===== config.mk =====
export PLATFORM = sky130hd
export DESIGN_NAME = lcd_timing
export DESIGN_NICKNAME = d
export VERILOG_FILES = /design/src/rtl/lcd_timing_pkg.sv /design/src/rtl/lcd_timing_sig_delay.sv /design/src/rtl/lcd_timing.sv
export SDC_FILE = /design/constraint.sdc
export NUM_CORES = 1
export LEC_CHECK = 0
export ABC_CLOCK_PERIOD_IN_PS = 3800
export CORE_MARGIN = 2
export CORE_UTILIZATION = 50
export CTS_CLUSTER_DIAMETER = 50
export DETAILED_ROUTE_END_ITERATION = 12
export PLACE_DENSITY = 0.71
export SYNTH_ARGS = -nofsm -noshare
export SYNTH_HDL_FRONTEND = slang
export SYNTH_SLANG_ARGS = --single-unit

===== constraint.sdc =====
create_clock -name clk -period 3.8 [get_ports clk]
set_input_delay 0.76 -clock clk [delete_from_list [all_inputs] [get_ports clk]]
set_output_delay 0.76 -clock clk [all_outputs]
set_load 0.02 [all_outputs]

===== src/rtl/lcd_timing_pkg.sv =====
// Shared constants and types for the LCD timing generator.
// Holds the default panel timing (800x480 with porches), the derived
// totals/active-start values, counter widths and the sync/de bundle type.
package lcd_timing_pkg;

  localparam int unsigned H_ACTIVE_DEF   = 800;
  localparam int unsigned H_SYNC_DEF     = 20;
  localparam int unsigned H_BP_DEF       = 26;
  localparam int unsigned H_FP_DEF       = 210;
  localparam int unsigned V_ACTIVE_DEF   = 480;
  localparam int unsigned V_SYNC_DEF     = 3;
  localparam int unsigned V_BP_DEF       = 20;
  localparam int unsigned V_FP_DEF       = 22;
  localparam int unsigned PIPE_DELAY_DEF = 1;

  localparam int unsigned H_CNT_W = 11;
  localparam int unsigned V_CNT_W = 10;
  localparam int unsigned XY_W    = 10;

  typedef logic [H_CNT_W-1:0] h_cnt_t;
  typedef logic [V_CNT_W-1:0] v_cnt_t;

  // hsync/vsync are active-low, so the idle bundle has both high.
  typedef struct packed {
    logic hsync;
    logic vsync;
    logic de;
  } sync_t;

  localparam sync_t SYNC_IDLE = '{hsync: 1'b1, vsync: 1'b1, de: 1'b0};

  function automatic int unsigned span_total(input int unsigned sync_w,
                                             input int unsigned bp,
                                             input int unsigned active,
                                             input int unsigned fp);
    return sync_w + bp + active + fp;
  endfunction

  function automatic int unsigned act_start(input int unsigned sync_w,
                                            input int unsigned bp);
    return sync_w + bp;
  endfunction

  localparam int unsigned H_TOTAL_DEF     = span_total(H_SYNC_DEF, H_BP_DEF, H_ACTIVE_DEF, H_FP_DEF);
  localparam int unsigned V_TOTAL_DEF     = span_total(V_SYNC_DEF, V_BP_DEF, V_ACTIVE_DEF, V_FP_DEF);
  localparam int unsigned H_ACT_START_DEF = act_start(H_SYNC_DEF, H_BP_DEF);
  localparam int unsigned V_ACT_START_DEF = act_start(V_SYNC_DEF, V_BP_DEF);

endpackage


===== src/rtl/lcd_timing_sig_delay.sv =====
// sig_delay: DEPTH-stage shift register with async active-low reset to
// RST_VAL. DEPTH=0 is a plain pass-through.
// Ports: clk, nrst, d[WIDTH] in, q[WIDTH] out.
module sig_delay #(
  parameter int unsigned      WIDTH   = 1,
  parameter int unsigned      DEPTH   = 1,
  parameter logic [WIDTH-1:0] RST_VAL = '0
) (
  input  logic             clk,
  input  logic             nrst,
  input  logic [WIDTH-1:0] d,
  output logic [WIDTH-1:0] q
);

  if (DEPTH == 0) begin : g_bypass
    assign q = d;
  end else begin : g_pipe
    logic [WIDTH-1:0] stage [DEPTH];

    always_ff @(posedge clk or negedge nrst) begin
      if (!nrst) begin
        for (int unsigned i = 0; i < DEPTH; i++) stage[i] <= RST_VAL;
      end else begin
        stage[0] <= d;
        for (int unsigned i = 1; i < DEPTH; i++) stage[i] <= stage[i-1];
      end
    end

    assign q = stage[DEPTH-1];
  end

endmodule


===== src/rtl/lcd_timing.sv =====
// lcd_timing: raster timing generator for a parallel-RGB LCD panel.
// Ports: clk (pixel clock), nrst (async active-low, may be unsynchronised),
// hsync/vsync (active-low), de (visible pixel), frame (1-cycle pulse after
// the last visible line), x/y (visible column/line, 0 outside the picture).
// hsync/vsync/de are delayed by PIPE_DELAY cycles; x/y/frame are not.
module lcd_timing
  import lcd_timing_pkg::*;
#(
  parameter int unsigned H_ACTIVE   = H_ACTIVE_DEF,
  parameter int unsigned H_SYNC     = H_SYNC_DEF,
  parameter int unsigned H_BP       = H_BP_DEF,
  parameter int unsigned H_FP       = H_FP_DEF,
  parameter int unsigned V_ACTIVE   = V_ACTIVE_DEF,
  parameter int unsigned V_SYNC     = V_SYNC_DEF,
  parameter int unsigned V_BP       = V_BP_DEF,
  parameter int unsigned V_FP       = V_FP_DEF,
  parameter int unsigned PIPE_DELAY = PIPE_DELAY_DEF
) (
  input  logic            clk,
  input  logic            nrst,
  output logic            hsync,
  output logic            vsync,
  output logic            de,
  output logic            frame,
  output logic [XY_W-1:0] x,
  output logic [XY_W-1:0] y
);

  localparam h_cnt_t H_MAX      = h_cnt_t'(span_total(H_SYNC, H_BP, H_ACTIVE, H_FP) - 1);
  localparam h_cnt_t H_SYNC_END = h_cnt_t'(H_SYNC);
  localparam h_cnt_t H_ACT_BEG  = h_cnt_t'(act_start(H_SYNC, H_BP));
  localparam h_cnt_t H_ACT_END  = h_cnt_t'(act_start(H_SYNC, H_BP) + H_ACTIVE);

  localparam v_cnt_t V_MAX      = v_cnt_t'(span_total(V_SYNC, V_BP, V_ACTIVE, V_FP) - 1);
  localparam v_cnt_t V_SYNC_END = v_cnt_t'(V_SYNC);
  localparam v_cnt_t V_ACT_BEG  = v_cnt_t'(act_start(V_SYNC, V_BP));
  localparam v_cnt_t V_ACT_END  = v_cnt_t'(act_start(V_SYNC, V_BP) + V_ACTIVE);

  logic [1:0]      rst_sync;
  logic            run;
  h_cnt_t          h_cnt;
  v_cnt_t          v_cnt;
  logic            h_act;
  logic            v_act;
  sync_t           raw_d;
  sync_t           raw_q;
  sync_t           dly_q;
  logic [XY_W-1:0] x_d;
  logic [XY_W-1:0] y_d;
  logic            frame_d;

  // Release is synchronised; assertion stays asynchronous.
  always_ff @(posedge clk or negedge nrst) begin
    if (!nrst) rst_sync <= '0;
    else       rst_sync <= {rst_sync[0], 1'b1};
  end

  assign run = rst_sync[1];

  always_ff @(posedge clk or negedge nrst) begin
    if (!nrst) begin
      h_cnt <= '0;
      v_cnt <= '0;
    end else if (run) begin
      if (h_cnt == H_MAX) begin
        h_cnt <= '0;
        v_cnt <= (v_cnt == V_MAX) ? '0 : v_cnt + 1'b1;
      end else begin
        h_cnt <= h_cnt + 1'b1;
      end
    end
  end

  // Decode of the current counter position; registered below, so the ports
  // show position N on the cycle after the counters hold N.
  always_comb begin
    h_act         = (h_cnt >= H_ACT_BEG) && (h_cnt < H_ACT_END);
    v_act         = (v_cnt >= V_ACT_BEG) && (v_cnt < V_ACT_END);
    raw_d.hsync   = (h_cnt >= H_SYNC_END);
    raw_d.vsync   = (v_cnt >= V_SYNC_END);
    raw_d.de      = h_act && v_act;
    x_d           = '0;
    y_d           = '0;
    if (raw_d.de) begin
      x_d = XY_W'(h_cnt - H_ACT_BEG);
      y_d = XY_W'(v_cnt - V_ACT_BEG);
    end
    frame_d       = (h_cnt == '0) && (v_cnt == V_ACT_END);
  end

  always_ff @(posedge clk or negedge nrst) begin
    if (!nrst) begin
      raw_q <= SYNC_IDLE;
      x     <= '0;
      y     <= '0;
      frame <= 1'b0;
    end else if (run) begin
      raw_q <= raw_d;
      x     <= x_d;
      y     <= y_d;
      frame <= frame_d;
    end
  end

  sig_delay #(
    .WIDTH  ($bits(sync_t)),
    .DEPTH  (PIPE_DELAY),
    .RST_VAL(SYNC_IDLE)
  ) u_sync_dly (
    .clk (clk),
    .nrst(nrst),
    .d   (raw_q),
    .q   (dly_q)
  );

  assign hsync = dly_q.hsync;
  assign vsync = dly_q.vsync;
  assign de    = dly_q.de;

endmodule


Word level (Yosys, flattened, before mapping)
Index checks and enable logic that the tools add are counted.

storage, ports and cells
  register bits after elaboration = 50
  input port bits = 2
  output and inout bits = 24
  logic and storage cells = 33

operators by class
  add/sub/neg operators = 4
  $lt $le $gt $ge = 6
  eq/ne operators = 3
  multiplexer cells = 4
  reduce and logical (&&, ||, !) cells = 6

operators with widths
  cell                                                   number
  2-to-1 mux 10 bit                                      3
  adder 11 x 1 -> 11 bit (second input constant)         1
  equality test 11 bit (second input constant)           1
  >= comparator 11 x 5 -> 1 bit (second input constant)  1
  >= comparator 11 x 6 -> 1 bit (second input constant)  1
  logical NOT 11 bit                                     1
  < comparator 11 x 10 -> 1 bit (second input constant)  1
  2-to-1 mux 11 bit                                      1
  adder 10 x 1 -> 10 bit (second input constant)         1
  equality test 10 bit (second input constant)           1
  equality test 10 x 9 -> 1 bit (second input constant)  1
  >= comparator 10 x 2 -> 1 bit (second input constant)  1
  >= comparator 10 x 5 -> 1 bit (second input constant)  1
  < comparator 10 x 9 -> 1 bit (second input constant)   1
  subtractor 10 x 5 -> 10 bit (second input constant)    1
  subtractor 10 x 6 -> 10 bit (second input constant)    1
  logical AND 1 bit                                      4
  AND reduction 2 bit                                    1

Logic depth before layout (Yosys ltp)
Gate-level depths: netlist of the first run.

  word-level depth = 4
  gate-level depth with buffers = 6
  depth with buffers taken out = 6

Modules after synthesis
From an unflattened synthesis of the first run, not the netlist that was laid out.

second synthesis, totals
  cell total of the unflattened synthesis = 258
  area, all modules = 2561.2 sq um

by module, submodules not included
  module      instances  cells each  area an instance (sq um)  seq. area each (sq um)
  lcd_timing  1          255         2483.6                    1178.6
  sig_delay   1          3           77.6                      77.6

Least setup slack after synthesis of the first run
Ideal clock, no wire load.

  path kind = reg2reg
  start point = reg h_cnt[6]
  end point = reg v_cnt[4]
  library setup time = 0.067 ns
  arrival time = 2.206 ns
  data required time = 3.733 ns
  path slack = 1.527 ns
  cell stages (with the launch flop) = 7
  path buffers = 2
  period minus slack after synthesis = 2.273 ns
  cell sequence = dfrtp_1 buf_6 or4_4 or4_4 buf_6 or4_1 nand2_1

between the ends
  cells in the longest elaborated chain, start to end = 2

ends and longest elaborated chain
  item                                  RTL line          source
  from (decl)                           lcd_timing.sv:41  h_cnt_t h_cnt;
  from (signal assigned)                lcd_timing.sv:69  h_cnt <= h_cnt + 1'b1;
  equality test 11 bit                  lcd_timing.sv:65  if (h_cnt == H_MAX) begin
  AND reduction 2 bit (no source line)  -
  to (signal assigned)                  lcd_timing.sv:67  v_cnt <= (v_cnt == V_MAX) ? '0 : v_cnt + 1'b1;
  to (decl)                             lcd_timing.sv:42  v_cnt_t v_cnt;

Every way passes these cells.
A chain may end at the register's enable or synchronous reset.

Worst setup path in the final report of the first run
  start point = reg v_cnt[0]
  end point = reg x[6]

between the ends
  cells in the longest elaborated chain, start to end = 4
  elaborated cells between the ends (all ways) = 5
  classes of those cells = order compare: 2; mux: 1; reduce/logical: 2

ends and longest elaborated chain
  item                                                                                  RTL line          source
  >= comparator 10 x 5 -> 1 bit / < comparator 10 x 9 -> 1 bit (equally long branches)  lcd_timing.sv:78  v_act = (v_cnt >= V_ACT_BEG) && (v_cnt < V_ACT_END);
  logical AND 1 bit (*)                                                                 lcd_timing.sv:78
  logical AND 1 bit (*)                                                                 lcd_timing.sv:81  raw_d.de = h_act && v_act;
  2-to-1 mux 10 bit (*)                                                                 lcd_timing.sv:84  if (raw_d.de) begin
  to (signal assigned)                                                                  lcd_timing.sv:94  x <= '0;
  to (signal assigned)                                                                  lcd_timing.sv:99  x <= x_d;
  to (decl)                                                                             lcd_timing.sv:25  output logic [XY_W-1:0] x,

Mark *: on every way between the ends. The rest lies on a longest branch, timed or not.

==> impl_results.md, run 1 <==
- Status: finished clean
- Largest net degree at the start of global routing: 51
- Initial antenna violation count: 0
- Post-synth ARST share: 1.00
- Setup tns final: 0 ns
- Crit end category: register
- Vias in the first global route: 1906
- Register area: 1260 um2
- RD Place Congestion: 0.806
- Max incr delay on CP: 0.72 ns
- Number of fill cells: 463
- Final instance area: 2950 um2
- CTS Sinks: 50
- Number of synthesized flops with an enable pin: 0
- Synth Warn #: 0
- Largest family of logic cells by synthesized area: simple AND/OR/NAND/NOR gates
- Seq pwr share: 0.554
- Slowest cell on crit path: a22o_1
- HPWL after DPL: 3610 um
- Post-Synth Adder-Cell Area: 0.0334
- Crit path cell chain: ha_1 > a21o_1 > a2111oi_0 > a22o_1 > o32ai_1
- Critical path type: register to register
- GRT Util Overall: 0.193
- Clock Path Buffers: 2
- RSZ-0062 raised after global routing: no
- Worst Tran Pin Value: 1.07 ns
- Clock skew: 0.00740 ns
- Worst hold-check path type: register to register
- Mux contribution to synthesized area: 0.00810
- Final Hold Violating Endpoints: 0
- I/O pin cnt: 26
- Synth area leader: dfrtp_1
- Crit Path Max Fanout: 21
- CP Launch Type: register
- Post-Synth Simple-Gate Area: 0.168
- Top FF cell, synth: dfrtp_1
- Relative slew slack: 0.285
- Die ar.: 5850 um2
- Max-cap viol count: 0
- Count of cell types in the netlist: 44
- Commonest cells after routing, fill and taps aside: dfrtp_1 (46), inv_1 (25), clkdlybuf4s50_1 (24), nand2_1 (21), o32ai_1 (19)
- Nets: 288
- First-pass DRT Iterations: 4
- Post-route ant nets: 0
- Switch share: 0.318
- Area of the multi-input gates: 1170 um2
- Pwr Density: 412 nW/um2
- Worst path arrival time: 2.88 ns
- CTS clk-pin slew, worst paths: 0.09 ns
- I/O Buffers: 25
- Endpoints failing setup: 0
- PostCTS Resize Cnt: 0
- Post-synthesis cell count: 267
- Die Y: 76.5 um
- Average size of a mapped cell: 9.83 um2
- Largest cells by area after synthesis: dfrtp_1 (44%), o32ai_1 (6.3%), xnor2_1 (5.3%), dfstp_2 (4.0%), inv_1 (3.6%)
- F_max: 0.365 GHz
- CTS root buf: clkbuf_8
- Starting density of the core: 0.517
- Hold buffer count at CTS: 0
- Leak Pwr: 1.25 nW
- Die W: 76.5 um
- Period utilisation layout: 0.721
- GRT overflow: 0
- Syn-to-layout area delta: 12.4%
- Final wirelength: 5270 um
- Synth top area share: 0.439
- Setup bufs post-CTS: 0
- NetSw: 0.000386 W
- Sequential area share after synthesis: 0.479
- Comb power frac: 0.208
- WL/cell: 15.1 um
- DRC violations left: 0
- First-pass GRT wire length: 9200 um
- Vias/cell: 5.63
- Final Hold Slack: 0.370 ns
- Compound-Gate Fraction of Synth Area: 0.154
- Worst slack at placement: 1.08 ns
- Post-Synth XOR/XNOR Area: 0.0801
- Synth Register Bits: 50
- Internal power: 0.000829 W
- Minimum clock period: 2.74 ns
- Setup ws final: 1.06 ns
- Antenna diodes: 0
- Layout cells sized above 1: 0.0821
- DR iter-0 viols: 109
- Most common cell after layout, fill and taps aside: dfrtp_1
- Max VDD drop: 0.000231 V
- Clock Latency Late Sink: 0.29 ns
- Pwr Total: 0.00122 W
- Vias: 1971
- Num CTS Buffers: 5
- Rows: 26
- Clock H-tree levels: 2
- CORE AREA: 5070 um2
- Cell Area, Synth: 2630 um2
- CP required: 3.94 ns
- CTS tree: yes
- Syn nets: 276
- Area after DPL: 2870 um2
- Clock power share: 0.238
- Slew Viols, Final: 0
area by class of cell:
class,count,area share
Inverter,25,0.0318
Clock inverter,2,0.00339
Timing Repair Buffer,27,0.0882
Tap cell,70,0.0297
Sequential cell,50,0.426
Clock buffer,6,0.0246
Multi-Input combinational cell,170,0.397
Yosys cell counts (all sizes together) (2+ instances only):
master	n
or2	2
ha	7
nor2	13
nand4	7
dfstp	4
xnor2	16
clkbuf	19
o32ai	19
o31ai	2
and4	3
a31oi	4
or4	5
nand3	7
nor4	6
a21oi	6
xor2	8
a2111oi	2
a21o	5
a31o	2
inv	25
dfrtp	46
buf	3
nor3	6
nand2	21
o21ai	6
nand2b	3
a22o	3
and2	3
cell families (layout without fill, tap and decap cells):
logic type | Yosys count | count (layout)
XOR/XNOR | 24 | 24
adder cells (fa/ha/maj) | 7 | 7
buffers and inverters | 47 | 60
other | 1 | 1
flip-flops | 50 | 50
AO/OA/AOI/OAI | 54 | 54
multiplexers | 2 | 2
AND/OR/NAND/NOR | 82 | 82
power by group through the flow:
stage                     logic [W]  clock network [W]  registers (W)
final                      0.000253           0.000289       0.000673
after global routing       0.000285           0.000325       0.000682
after CTS                  0.000254           0.000303       0.000671
after detailed placement   0.000252                  0       0.000682
after global placement     0.000250                  0       0.000682
after floorplan            0.000240                  0       0.000627
state kept, by name, indices dropped and copies added, names as in the netlist:
signal	count
h_cnt	11
v_cnt	10
x	10
y	10
raw_q	3
u_sync_dly.q	3
rst_sync	2
frame	1
stage by stage:
stage	std cells	util
after detailed placement	342	0.565
after global routing	350	0.581
after CTS	350	0.581
final	350	0.581
after global placement	342	0.565
after floorplan	267	-
path summary, 6_finish.rpt:
path | startpoint | endpoint | slack [ns] | cells past startpoint
setup / recovery | v_cnt[0] | x[6] | 1.06 | 5
hold / removal | raw_q[2] | u_sync_dly.q[2] | 0.37 | 0
setup reg to reg | v_cnt[0] | x[6] | 1.06 | 5
hold reg to reg | raw_q[2] | u_sync_dly.q[2] | 0.37 | 0
max in group asynchronous | nrst | h_cnt[7] | 2.48 | 1
min in group asynchronous | nrst | y[0] | 0.66 | 1
worst max-delay path, delay by kind of cell, from the launching register on:
kind                       cells  cell delay (ns)
DFF                            1             0.44
adders and majority gates      1             0.31
AOI/OAI and AO/OA              4             1.85
layer usage:
| layer | vias to the layer above | wire length, um | GRT usage |
|---|---|---|---|
| li1 | 971 | - | - |
| met1 | 954 | 2610 | 0.279 |
| met2 | 37 | 2400 | 0.296 |
| met3 | 9 | 180 | 0.0284 |
| met4 | 0 | 79 | 0.0691 |
| met5 | - | 0 | 0 |
Power figures use the tool's default switching activity.
==> run 2, diff against run 1 <==
--- a/config.mk
+++ b/config.mk
@@ -5,12 +5,12 @@
 export SDC_FILE = /design/constraint.sdc
 export NUM_CORES = 1
 export LEC_CHECK = 0
-export ABC_CLOCK_PERIOD_IN_PS = 3800
+export ABC_CLOCK_PERIOD_IN_PS = 2430
 export CORE_MARGIN = 2
 export CORE_UTILIZATION = 50
 export CTS_CLUSTER_DIAMETER = 50
 export DETAILED_ROUTE_END_ITERATION = 12
-export PLACE_DENSITY = 0.71
+export PLACE_DENSITY = 0.74
 export SYNTH_ARGS = -nofsm -noshare
 export SYNTH_HDL_FRONTEND = slang
 export SYNTH_SLANG_ARGS = --single-unit
==> constraint.sdc (replaced) <==
create_clock -name clk -period 2.43 [get_ports clk]
set_input_delay 0.486 -clock clk [delete_from_list [all_inputs] [get_ports clk]]
set_output_delay 0.486 -clock clk [all_outputs]
set_load 0.02 [all_outputs]
==> run 2 against run 1 <==
Net effect:
- clock power grew 150%
- combinational power increased by 77%
- wire length grew 4.1%
- hold slack got worse by 0.15 ns
- die area is the same
- global-route usage rose by 0.87 points
- critical path depth down 1
- final area is 5.3% higher
- final cell count grew 3.7%
- via count up 2.6%
- clock-buffer cell count unchanged
- highest routed layer unchanged
==> impl_results.md, run 2 (synthesis gave the netlist of run 1 again) <==
- Status: finished clean
- Top reg by flops: h_cnt
- Crit-path most repeated cell: or4_4
- Commonest cells after routing, fill and taps aside: dfrtp_1 (46), inv_1 (25), clkdlybuf4s50_1 (24), nand2_1 (21), o32ai_1 (19)
- R2R setup slack: 0.12 ns
- Area after DPL: 2970 um2
- I/O Buffers: 25
- WL/cell: 15.1 um
- CORE AREA: 5070 um2
- Slew Viols, Final: 0
- Max-cap viol count: 0
- Worst Tran Pin Value: 0.730 ns
- Setup tns final: 0 ns
- Endpoints failing setup: 0
- First-pass GRT wire length: 9570 um
- RSZ-0062 raised after global routing: no
- Internal power: 0.00156 W
- Worst path arrival time: 2.55 ns
- Final instance area: 3110 um2
- Layout cells sized above 1: 0.126
- GRT Util Overall: 0.201
- Final wirelength: 5490 um
- Clock Path Buffers: 2
- Slowest cell on crit path: or4_4
- Placed cell count: 355
- Worst hold-check path type: input port to asynchronous set/reset pin
- Syn-to-layout area delta: 18.4%
- Crit path cell chain: or4_4 > or4_4 > or4_1 > nand2_1
- Clock skew: 0.00977 ns
- DRC violations left: 0
- R2R depth: 4
- Leak Pwr: 1.34 nW
- Final Hold Violating Endpoints: 0
- Final Non-Filler Cells: 363
- Rows: 26
- Largest net degree at the start of global routing: 34
- Clock Latency Late Sink: 0.31 ns
- Minimum clock period: 2.31 ns
- F_max: 0.434 GHz
- Crit Path Max Fanout: 10
- HPWL after DPL: 3840 um
- Crit end category: register
- CP required: 2.68 ns
- Max VDD drop: 0.000487 V
- Switch share: 0.291
- Num CTS Buffers: 5
- Final Hold Slack: 0.224 ns
- Vias/cell: 5.57
- Max incr delay on CP: 0.60 ns
- Pwr Density: 706 nW/um2
- Period utilisation layout: 0.949
- Vias in the first global route: 1958
- Largest register FFs: 11
- Die ar.: 5850 um2
- Vias: 2022
- DR iter-0 viols: 77
- Die Y: 76.5 um
- CTS root buf: clkbuf_8
- Most common cell after layout, fill and taps aside: dfrtp_1
- Worst r2r src: h_cnt[9]
- Clock power share: 0.328
- Reg-to-reg endpoint: v_cnt[4]
- Die W: 76.5 um
- Clock H-tree levels: 2
- Antenna diodes: 0
- CP Launch Type: register
- Setup bufs post-CTS: 0
- PostCTS Resize Cnt: 0
- Relative slew slack: 0.514
- CTS clk-pin slew, worst paths: 0.10 ns
- Comb power frac: 0.204
- Seq pwr share: 0.468
- Initial antenna violation count: 0
- I/O pin cnt: 26
- GRT overflow: 0
- CTS Sinks: 50
- Hold buffer count at CTS: 0
- CTS tree: yes
- Post-route ant nets: 0
- RD Place Congestion: 0.871
- NetSw: 0.000639 W
- Nets: 301
- Post-layout util: 0.612
- First-pass DRT Iterations: 4
- Starting density of the core: 0.517
- Critical path type: register to register
-- run 2: power by group through the flow --
stage,Combinational (W),Clock (W),Sequential [W]
finish,0.000448,0.000719,0.00103
global route,0.000511,0.000758,0.00104
CTS,0.000452,0.000726,0.00103
detailed placement,0.000449,0,0.00104
global placement,0.000440,0,0.00104
floorplan,0.000375,0,0.000980
-- run 2: final cells by class --
type / instances / area [um2]
well taps: 70 / 87.6
repair buffers: 40 / 358
clock inverters: 2 / 60.1
flip-flops and latches: 50 / 1260
inverters: 25 / 93.8
multi-input cells: 170 / 1170
fillers: 462 / 1970
clock buffers: 6 / 82.6
-- run 2: worst max-delay path: cells and delay by family, from the launching register on --
kind / cells / cell delay, ns
and+or+nand+nor: 4 / 1.79
DFF: 1 / 0.47
-- run 2: worst max-delay path by stage --
| stage | from | end | slack [ns] | depth (start not counted) |
|---|---|---|---|---|
| final | h_cnt[9] | v_cnt[4] | 0.12 | 4 |
| after global routing | h_cnt[9] | v_cnt[4] | 0.05 | 4 |
| after CTS | h_cnt[9] | v_cnt[4] | 0.12 | 4 |
| after detailed placement | h_cnt[9] | v_cnt[4] | 0.15 | 4 |
| after global placement | h_cnt[9] | v_cnt[4] | 0.19 | 4 |
| after floorplan | h_cnt[6] | v_cnt[4] | 0.16 | 6 |
-- run 2: through the flow --
| step | worst slack (ns) | power (W) |
|---|---|---|
| 2_1_floorplan | 0.157 | 0.00136 |
| 4_1_cts | 0.122 | 0.00220 |
| 5_1_grt | 0.0520 | 0.00231 |
| 3_5_place_dp | 0.152 | 0.00149 |
| 3_3_place_gp | 0.189 | 0.00148 |
| 6_report | 0.124 | 0.00219 |
-- run 2: per-layer routing --
layer / wire, um / track usage
met3: 258 / 0.0379
met5: 0 / 0
met1: 2660 / 0.289
met4: 63 / 0.0564
met2: 2500 / 0.314
==> run 3, diff against run 2 <==
--- a/config.mk
+++ b/config.mk
@@ -11,6 +11,7 @@
 export CTS_CLUSTER_DIAMETER = 50
 export DETAILED_ROUTE_END_ITERATION = 12
 export PLACE_DENSITY = 0.74
+export SLEW_MARGIN = 20
 export SYNTH_ARGS = -nofsm -noshare
 export SYNTH_HDL_FRONTEND = slang
 export SYNTH_SLANG_ARGS = --single-unit
==> results of run 3 <==
No change in the layout: final DEF, timing and power equal those of run 2.
